File: src/rtl/mem_port_sched.sv
// -----------------------------------------------------------------------------
// mem_port_sched
//
// Single-port synchronous RAM scheduler shared by an instruction fetch port
// (which reads an instruction pair) and two load/store slots of a dual-issue
// pipeline. Only one RAM access, or one two-word fetch burst, is in flight at
// any time.
//
// Grant priority in IDLE is ls0 > ls1 > fetch. A fairness counter lets the
// fetch port win once FAIR_MAX data grants have gone by while it was waiting.
//
// Ports
//   clk, reset           clock and synchronous active-high reset
//   if_req/if_addr       fetch request and address of the slot-0 instruction
//   if_done              one-cycle pulse; if_insn0/if_insn1 hold the pair
//   lsN_req/we/addr/wdata  load/store request of slot N (N = 0, 1)
//   lsN_done/lsN_rdata   completion pulse and load data of slot N
//   mem_addr/mem_write/mem_wdata  registered RAM command
//   mem_rdata            RAM read data, valid one cycle after the address
//   pipe_stall           data-side stall to the pipeline
// -----------------------------------------------------------------------------
module mem_port_sched #(
  parameter int AW       = 9,
  parameter int DW       = 16,
  parameter int FAIR_MAX = 4
) (
  input  logic          clk,
  input  logic          reset,
  input  logic          if_req,
  input  logic [AW-1:0] if_addr,
  output logic          if_done,
  output logic [DW-1:0] if_insn0,
  output logic [DW-1:0] if_insn1,
  input  logic          ls0_req,
  input  logic          ls0_we,
  input  logic [AW-1:0] ls0_addr,
  input  logic [DW-1:0] ls0_wdata,
  output logic          ls0_done,
  output logic [DW-1:0] ls0_rdata,
  input  logic          ls1_req,
  input  logic          ls1_we,
  input  logic [AW-1:0] ls1_addr,
  input  logic [DW-1:0] ls1_wdata,
  output logic          ls1_done,
  output logic [DW-1:0] ls1_rdata,
  output logic [AW-1:0] mem_addr,
  output logic          mem_write,
  output logic [DW-1:0] mem_wdata,
  input  logic [DW-1:0] mem_rdata,
  output logic          pipe_stall
);

  localparam int CW = (FAIR_MAX < 1) ? 1 : $clog2(FAIR_MAX + 1);
  localparam logic [CW-1:0] FAIR_LIMIT = CW'(FAIR_MAX);

  typedef enum logic [2:0] {
    IDLE = 3'd0,
    ACC  = 3'd1,
    RESP = 3'd2,
    F0   = 3'd3,
    F1   = 3'd4,
    F2   = 3'd5
  } state_t;

  state_t        state_q;
  logic [CW-1:0] fair_cnt_q;
  logic [CW-1:0] fair_cnt_d;
  logic          slot_q;        // granted data slot: 0 = ls0, 1 = ls1
  logic [AW-1:0] mem_addr_q;
  logic          mem_write_q;
  logic [DW-1:0] mem_wdata_q;
  logic [DW-1:0] if_insn0_q;
  logic          ls0_done_q;
  logic          ls1_done_q;
  logic          if_done_q;

  logic          fair_hit;
  logic          grant_if;
  logic          grant_ls0;
  logic          grant_ls1;
  logic          grant_data;

  // Grant decision, evaluated only while IDLE. ls1 can only win when ls0 is
  // not requesting, which keeps the two slots in program order.
  always_comb begin
    fair_hit  = (fair_cnt_q == FAIR_LIMIT);
    grant_if  = 1'b0;
    grant_ls0 = 1'b0;
    grant_ls1 = 1'b0;
    if (state_q == IDLE) begin
      if (if_req && fair_hit) begin
        grant_if = 1'b1;
      end else if (ls0_req) begin
        grant_ls0 = 1'b1;
      end else if (ls1_req) begin
        grant_ls1 = 1'b1;
      end else if (if_req) begin
        grant_if = 1'b1;
      end
    end
    grant_data = grant_ls0 | grant_ls1;
  end

  // The counter only measures how long the current fetch request has been
  // passed over, so it drops to zero whenever fetch is idle or served.
  always_comb begin
    fair_cnt_d = fair_cnt_q;
    if (!if_req || grant_if) begin
      fair_cnt_d = '0;
    end else if (grant_data && !fair_hit) begin
      fair_cnt_d = fair_cnt_q + CW'(1);
    end
  end

  always_ff @(posedge clk) begin
    if (reset) begin
      state_q     <= IDLE;
      fair_cnt_q  <= '0;
      slot_q      <= 1'b0;
      mem_addr_q  <= '0;
      mem_write_q <= 1'b0;
      mem_wdata_q <= '0;
      if_insn0_q  <= '0;
      ls0_done_q  <= 1'b0;
      ls1_done_q  <= 1'b0;
      if_done_q   <= 1'b0;
    end else begin
      // Done flags are single-cycle pulses unless re-armed below.
      ls0_done_q <= 1'b0;
      ls1_done_q <= 1'b0;
      if_done_q  <= 1'b0;
      fair_cnt_q <= fair_cnt_d;
      case (state_q)
        // Grant edge: the winner's command is registered toward the RAM.
        IDLE: begin
          if (grant_if) begin
            state_q     <= F0;
            mem_addr_q  <= if_addr;
            mem_write_q <= 1'b0;
          end else if (grant_data) begin
            state_q     <= ACC;
            slot_q      <= grant_ls1;
            mem_addr_q  <= grant_ls1 ? ls1_addr  : ls0_addr;
            mem_write_q <= grant_ls1 ? ls1_we    : ls0_we;
            mem_wdata_q <= grant_ls1 ? ls1_wdata : ls0_wdata;
          end
        end
        // Address cycle: the RAM samples the command; the write lasts one cycle.
        ACC: begin
          state_q     <= RESP;
          mem_write_q <= 1'b0;
          ls0_done_q  <= ~slot_q;
          ls1_done_q  <= slot_q;
        end
        // Response cycle: read data is on mem_rdata while done is high.
        RESP: begin
          state_q <= IDLE;
        end
        // Fetch word 0 address cycle; the second address wraps at 2^AW.
        F0: begin
          state_q    <= F1;
          mem_addr_q <= mem_addr_q + AW'(1);
        end
        // Word 0 arrives while word 1 is being addressed.
        F1: begin
          state_q    <= F2;
          if_insn0_q <= mem_rdata;
          if_done_q  <= 1'b1;
        end
        // Word 1 is presented straight from the RAM alongside if_done.
        F2: begin
          state_q <= IDLE;
        end
        default: begin
          state_q <= IDLE;
        end
      endcase
    end
  end

  assign mem_addr   = mem_addr_q;
  assign mem_write  = mem_write_q;
  assign mem_wdata  = mem_wdata_q;
  assign ls0_done   = ls0_done_q;
  assign ls1_done   = ls1_done_q;
  assign if_done    = if_done_q;
  assign if_insn0   = if_insn0_q;
  assign if_insn1   = mem_rdata;
  assign ls0_rdata  = mem_rdata;
  assign ls1_rdata  = mem_rdata;
  assign pipe_stall = (ls0_req & ~ls0_done_q) | (ls1_req & ~ls1_done_q);

endmodule

File: config.mk
export PLATFORM = sky130hd
export DESIGN_NAME = mem_port_sched
export DESIGN_NICKNAME = d
export VERILOG_FILES = /design/src/rtl/mem_port_sched.sv
export SDC_FILE = /design/constraint.sdc
export NUM_CORES = 1
export LEC_CHECK = 0
export ABC_AREA = 1
export CELL_PAD_IN_SITES_DETAIL_PLACEMENT = 1
export CELL_PAD_IN_SITES_GLOBAL_PLACEMENT = 2
export CORE_ASPECT_RATIO = 0.9
export CORE_MARGIN = 2
export CORE_UTILIZATION = 20
export DETAILED_ROUTE_END_ITERATION = 10
export PLACE_DENSITY = 0.78
export SYNTH_ARGS = -nofsm -noshare
export SYNTH_HDL_FRONTEND = slang
export SYNTH_SLANG_ARGS = --single-unit
File: constraint.sdc
create_clock -name clk -period 2.3 [get_ports clk]
set_clock_uncertainty 0.2 [all_clocks]
set_input_delay 0.345 -clock clk [delete_from_list [all_inputs] [get_ports clk]]
set_output_delay 0.345 -clock clk [all_outputs]
set_load 0.03 [all_outputs]
---- Yosys cells after proc, flatten, opt, wreduce, memory -nomap -nowiden ----
Cells that the tools add are included.
word-level totals
  register bits after elaboration ......... 52
  input port bits ......................... 82
  logic and storage cells ................. 64
cells by class
  add/subtract/negate cells ............... 2
  equal/unequal tests ..................... 5
  mux-type cells .......................... 25
  bitwise gates (word level) .............. 9
  reductions and logical operators ........ 13
operators by type and width
  kind                 count
  $mux 9               3
  $pmux 9 s2           1
  $mux 1               16
  $mux 16              1
  $pmux 3 s4           1
  $add 9x1->9 const B  1
  $eq 3x3->1 const B   2
  $mux 3               2
  $not 1->1            5
  $reduce_and 2->1     2
  $reduce_bool 2->1    2
  $reduce_or 2->1      2
  $add 3x1->3 const B  1
  $eq 3x1->1 const B   1
  $eq 3x2->1 const B   1
  $logic_not 3->1      1
  $ne 3x3->1 const B   1
  $reduce_and 3->1     1
  $and 1x1->1          2
  $logic_and 1x1->1    2
  $logic_not 1->1      2
  $or 1x1->1           2
  $pmux 1 s2           1
  $logic_or 1x1->1     1

---- Longest topological paths before layout ----
Gate-level depths: netlist (run 1).
  depth in word-level cells ............... 8
  gate-level depth with buffers ........... 11
  gate-level depth less buffers ........... 11

---- Worst setup path before layout (run 1) ----
No wires, ideal clock.
  path kind ............................... flip-flop to flip-flop
  start point ............................. register fair_cnt_q[0]
  end point ............................... register mem_wdata_q[6], in the netlist mem_wdata[6]
  library setup time ...................... 116 ps
  arrival ................................. 1434 ps
  required time ........................... 1984 ps
  path slack .............................. 550 ps
  stages on the path, launching flop included .. 12
  path buffers ............................ 1
  clock period less this slack ............ 1750 ps
  cell sequence ........................... dfxtp_1 -> inv_1 -> ha_1 -> nand3_2 -> nand2_2 -> nor2_8 -> nor2_4 -> inv_2 -> buf_6 -> nand3_1 -> o211ai_1 -> inv_1
on the way
  longest elaborated chain between the ends .. 6
  elaborated cells between the ends (all ways) .. 12
RTL lines
  element                                         line  text
  start: declaration                              66    logic [CW-1:0] fair_cnt_q;
  start signal: assignment                        132   fair_cnt_q <= fair_cnt_d;
  $eq 3x3->1 (*)                                  86    fair_hit = (fair_cnt_q == FAIR_LIMIT);
  $logic_and 1x1->1 (*)                           91    if (if_req && fair_hit) begin
  $mux 1                                          91
  $mux 1                                          90    if (state_q == IDLE) begin
  $or 1x1->1 / $not 1->1 (equally long branches)  n/a
  $reduce_and 3->1 (no line)                      n/a
  end signal: assignment                          145   mem_wdata_q <= grant_ls1 ? ls1_wdata : ls0_wdata;
  end: declaration                                71    logic [DW-1:0] mem_wdata_q;
Mark *: on every way between the ends. The rest lies on a longest branch, timed or not.
A chain may end at the register's enable or synchronous reset.

---- Worst setup path after layout (run 1) ----
  start point ............................. input mem_rdata[13]
  end point ............................... output if_insn1[13]
RTL lines
  element             line  text
  start: declaration  49    input logic [DW-1:0] mem_rdata,
  end: declaration    33    output logic [DW-1:0] if_insn1,
No word-level cell between the ends.

==> flow_results.org, run 1 <==
** Outcome
- Result of the run :: complete, no violations

** Timing
- Maximum achievable frequency :: 468 MHz
- The count of final max-slew check failures came to 0.
- Unrepaired setup endpoints after global routing :: false
- The final hold violation count was 0.
- Clock period minus worst slack :: 2140 ps
- Number of setup violations in the final report :: 0
- Measured against its own limit, the worst slew margin works out to 64.1%.
- Sum Neg Setup Slack :: 0 ps
- Slew of the pin with the lowest slew margin :: 535 ps
- Of the available clock period, the critical path in the final layout requires 93.0%.

** Final layout
- After filler insertion, the fill cell instance count of the layout stands at 1870.
- The net count of the finished layout is 657.
- The post-route netlist has 10.1% of its cells at a drive strength greater than 1.
- FF+latch area :: 1040 um2
- Count of antenna diodes in the layout :: 0
- In the final layout, the multi-input gates occupy 1440 um2.
- Relative to the synthesized area, the layout overhead comes to 58.1%.
- Fin util :: 32.3%

** Power
- For this design the static power due to leakage is 0.00218 uW.
- For this design the ratio of total power to cell area is 912 nW/um2.
- Across the VDD grid, the largest voltage drop is 0.549 mV.

** Floorplanning
- The region available for standard cell placement spans 15400 um2.
- Row count :: 43
- 176 I/O pins were placed.
- Initial standard-cell utilization of the core :: 20.4%
- Die area :: 16800 um2
- Chip Height :: 123 um
- Die Width :: 136 um

** CTS
- Post-CTS Repair Setup Buffers :: 0
- CTS saw 52 sinks.
- Clock-pin transition on the worst setup and hold timing paths :: 70 ps
- Clock latency on the worst-skew pair, taken at its later pin, is 300 ps.
- Maximum number of buffers from clock root to sink :: 2
- Post-cts resize count :: 0
- TritonCTS buffer count :: 5
- The H-tree was split into 2 levels.
- CTS tree :: done
- In this run the clock root is driven by a clkbuf_16.
- Cts hold-fix bufs :: 0

** Drt
- Across all layers, the routed design uses 3224 vias.
- Number of design rule violations left after detail routing :: 0
- Routed via count divided by cell count :: 4.16
- Routed wire length :: 11100 um
- After detailed routing, the average wire length per cell comes to 14.4 um.
- In this run, the number of DRC markers left after iteration 0 of detailed routing was 67.
- Detailed-routing iteration count for the pre-antenna-repair pass :: 4
- The detail route stage leaves a number of antenna-violating nets equal to 0.

** Worst setup path
- On the worst path, the slowest cell contributes a delay of 710 ps.
- Buf+Inv Stages, Crit Path :: 2
- The setup path with the least slack is of type primary input to output port.
- Crit-path max FO :: 4
- CP startpoint kind :: primary input
- Traced cell by cell, the critical path runs through clkdlybuf4s50_1 -> clkdlybuf4s50_1.
- Endpoint required time on the critical path :: 1750 ps
- On the critical path the largest part of the delay comes from buffers and inverters.
- Data arrival, critical path :: 1590 ps
- Cell with the biggest individual delay on the critical path :: clkdlybuf4s50_1
- Critical Path Sink Type :: output port
- By instance count, the cell type seen most on the critical path is clkdlybuf4s50_1.

** Global routing
- Met3 GRT Util :: 2.67%
- Global-route wire length before repair :: 17600 um
- After global routing, the most crowded layer is met2.
- Global route overflow :: 0
- The via count of the first global-routing pass came to 3421.
- The number of antenna violations at the first check in global routing was 0.
- M1 GR Usage :: 15.7%
- Pin count of the biggest net entering global routing :: 33
- Global routing consumed, over all layers together, 13.4% of the routing resources.
- For met2 alone, demand over resource in global routing was 25.1%.

** Synthesis
- By area the synthesized netlist is led by dfxtp_1 (33%), buf_4 (12%), nand2_1 (10%).
- After synthesis the netlist holds a flip-flop and latch count of 52.
- Synthesized area per cell :: 7.17 um2
- The synthesized netlist occupies a cell area of 3160 um2.
- Sequential-to-total area share from yosys stat :: 33.0%
- The Yosys step of the flow raised 0 warnings.
- Number of nets produced by synthesis :: 525
- After synthesis, the netlist uses 35 different library cells.
- In the synthesized netlist the async set-or-reset flop fraction comes to 0%.
- The largest total area in the synthesized netlist belongs to dfxtp_1.
- Counting flops with a built-in enable in the synthesized netlist gives 0.
- Predominant post-synthesis flop cell :: dfxtp_1
- Area share of the leading cell type in the synthesized netlist :: 33.0%
- Most used standard cells in the synthesized netlist :: nand2_1 (84), dfxtp_1 (52), buf_4 (49), inv_1 (45), nor2_1 (44)
- Count leader, synth :: nand2_1
- Counting every instance in the synthesized netlist gives 440.

** Place
- During placement, the flow inserted port buffers numbering 175.
- Post-detailed-placement half-perimeter wirelength :: 8770 um
- Placer's final routability congestion estimate :: 0.743

** Flow run
- Max-cap violations in this run came to 0.

** Worst hold path
- Type of the worst min-delay path :: flip-flop to flip-flop
## layout make-up
| cell class | count | area share [%] |
|---|---|---|
| clock buffers | 6 | 2.78 |
| clock inverters | 2 | 0.777 |
| inverters | 50 | 3.76 |
| multi-input cells | 273 | 28.9 |
| flip-flops and latches | 52 | 20.9 |
| well taps | 202 | 5.07 |
| repair buffers | 190 | 37.8 |
## power by group
| group | total [uW] | internal [uW] | leakage (uW) | switching (uW) |
|---|---|---|---|---|
| clock | 903 | 546 | 0.0000871 | 357 |
| sequential | 1320 | 1120 | 0.000427 | 202 |
| combinational | 2320 | 940 | 0.00167 | 1390 |
| total | 4550 | 2610 | 0.00218 | 1940 |
## worst paths after layout
check,start,to,slack (ps),cells after the start
min reg2reg,slot_q$_SDFFE_PP0P_,ls0_done$_SDFF_PP0_,270,1
max,mem_rdata[13],if_insn1[13],160,2
max reg2reg,fair_cnt_q[0]$_SDFFE_PP0P_,mem_wdata[10]$_SDFFE_PP0P_,300,11
min,slot_q$_SDFFE_PP0P_,ls0_done$_SDFF_PP0_,270,1
## stage by stage
step / hold WS, ps / worst slack (ps) / cell area, um2 / power [uW] / std cells
finish: 271 / 162 / 4990 / 4550 / 775
detailed placement: 252 / 72.7 / 4810 / 3690 / 767
floorplan: 217 / 550 / 3160 / 2800 / 440
CTS: 259 / 150 / 4990 / 4640 / 775
global route: 290 / 111 / 4990 / 4870 / 775
global placement: 232 / 104 / 4810 / 3640 / 767
## sequential cells by signal (all words and copies together), names as in the netlist
| name | cells |
|---|---|
| if_done | 1 |
| fair_cnt_q | 3 |
| slot_q | 1 |
| mem_wdata | 16 |
| mem_addr | 9 |
| mem_write | 1 |
| ls0_done | 1 |
| if_insn0 | 16 |
| ls1_done | 1 |
| state_q | 3 |
## cells by family after synthesis
family	after synthesis	share of synthesized area, %
flops	52	33.0
compound gates	71	14.6
simple gates	197	29.4
xor+xnor	1	0.278
mux	1	0.317
buf+inv	115	21.3
fa+ha+maj	3	1.19
## metal layers
| layer | up-vias | wire length (um) |
|---|---|---|
| met1 | 1494 | 4760 |
| met4 | 0 | 87 |
| met2 | 94 | 5650 |
| met5 | - | 0 |
| li1 | 1630 | - |
| met3 | 6 | 634 |
## cells in the final DEF, fill, tap and decap left out, types with 3 or more instances in the layout
master           count
a21oi_1             18
nand3_2              5
inv_2                4
inv_1               45
nand2_2              5
or2_2                3
buf_4               14
ha_1                 3
dfxtp_1             52
o211ai_1             8
nand3_1             41
o21ai_0             31
nor2_1              44
clkbuf_16            5
clkdlybuf4s50_1    174
o211ai_2             8
nor2_4               3
nand2_1             84
Power figures use the tool's default switching activity.
==> run 2: changes to the inputs <==
Settings changed: SKIP_CTS_REPAIR_TIMING set to 1.
==> results of run 2 <==
Final layout, timing and power as in run 1 (identical DEF).
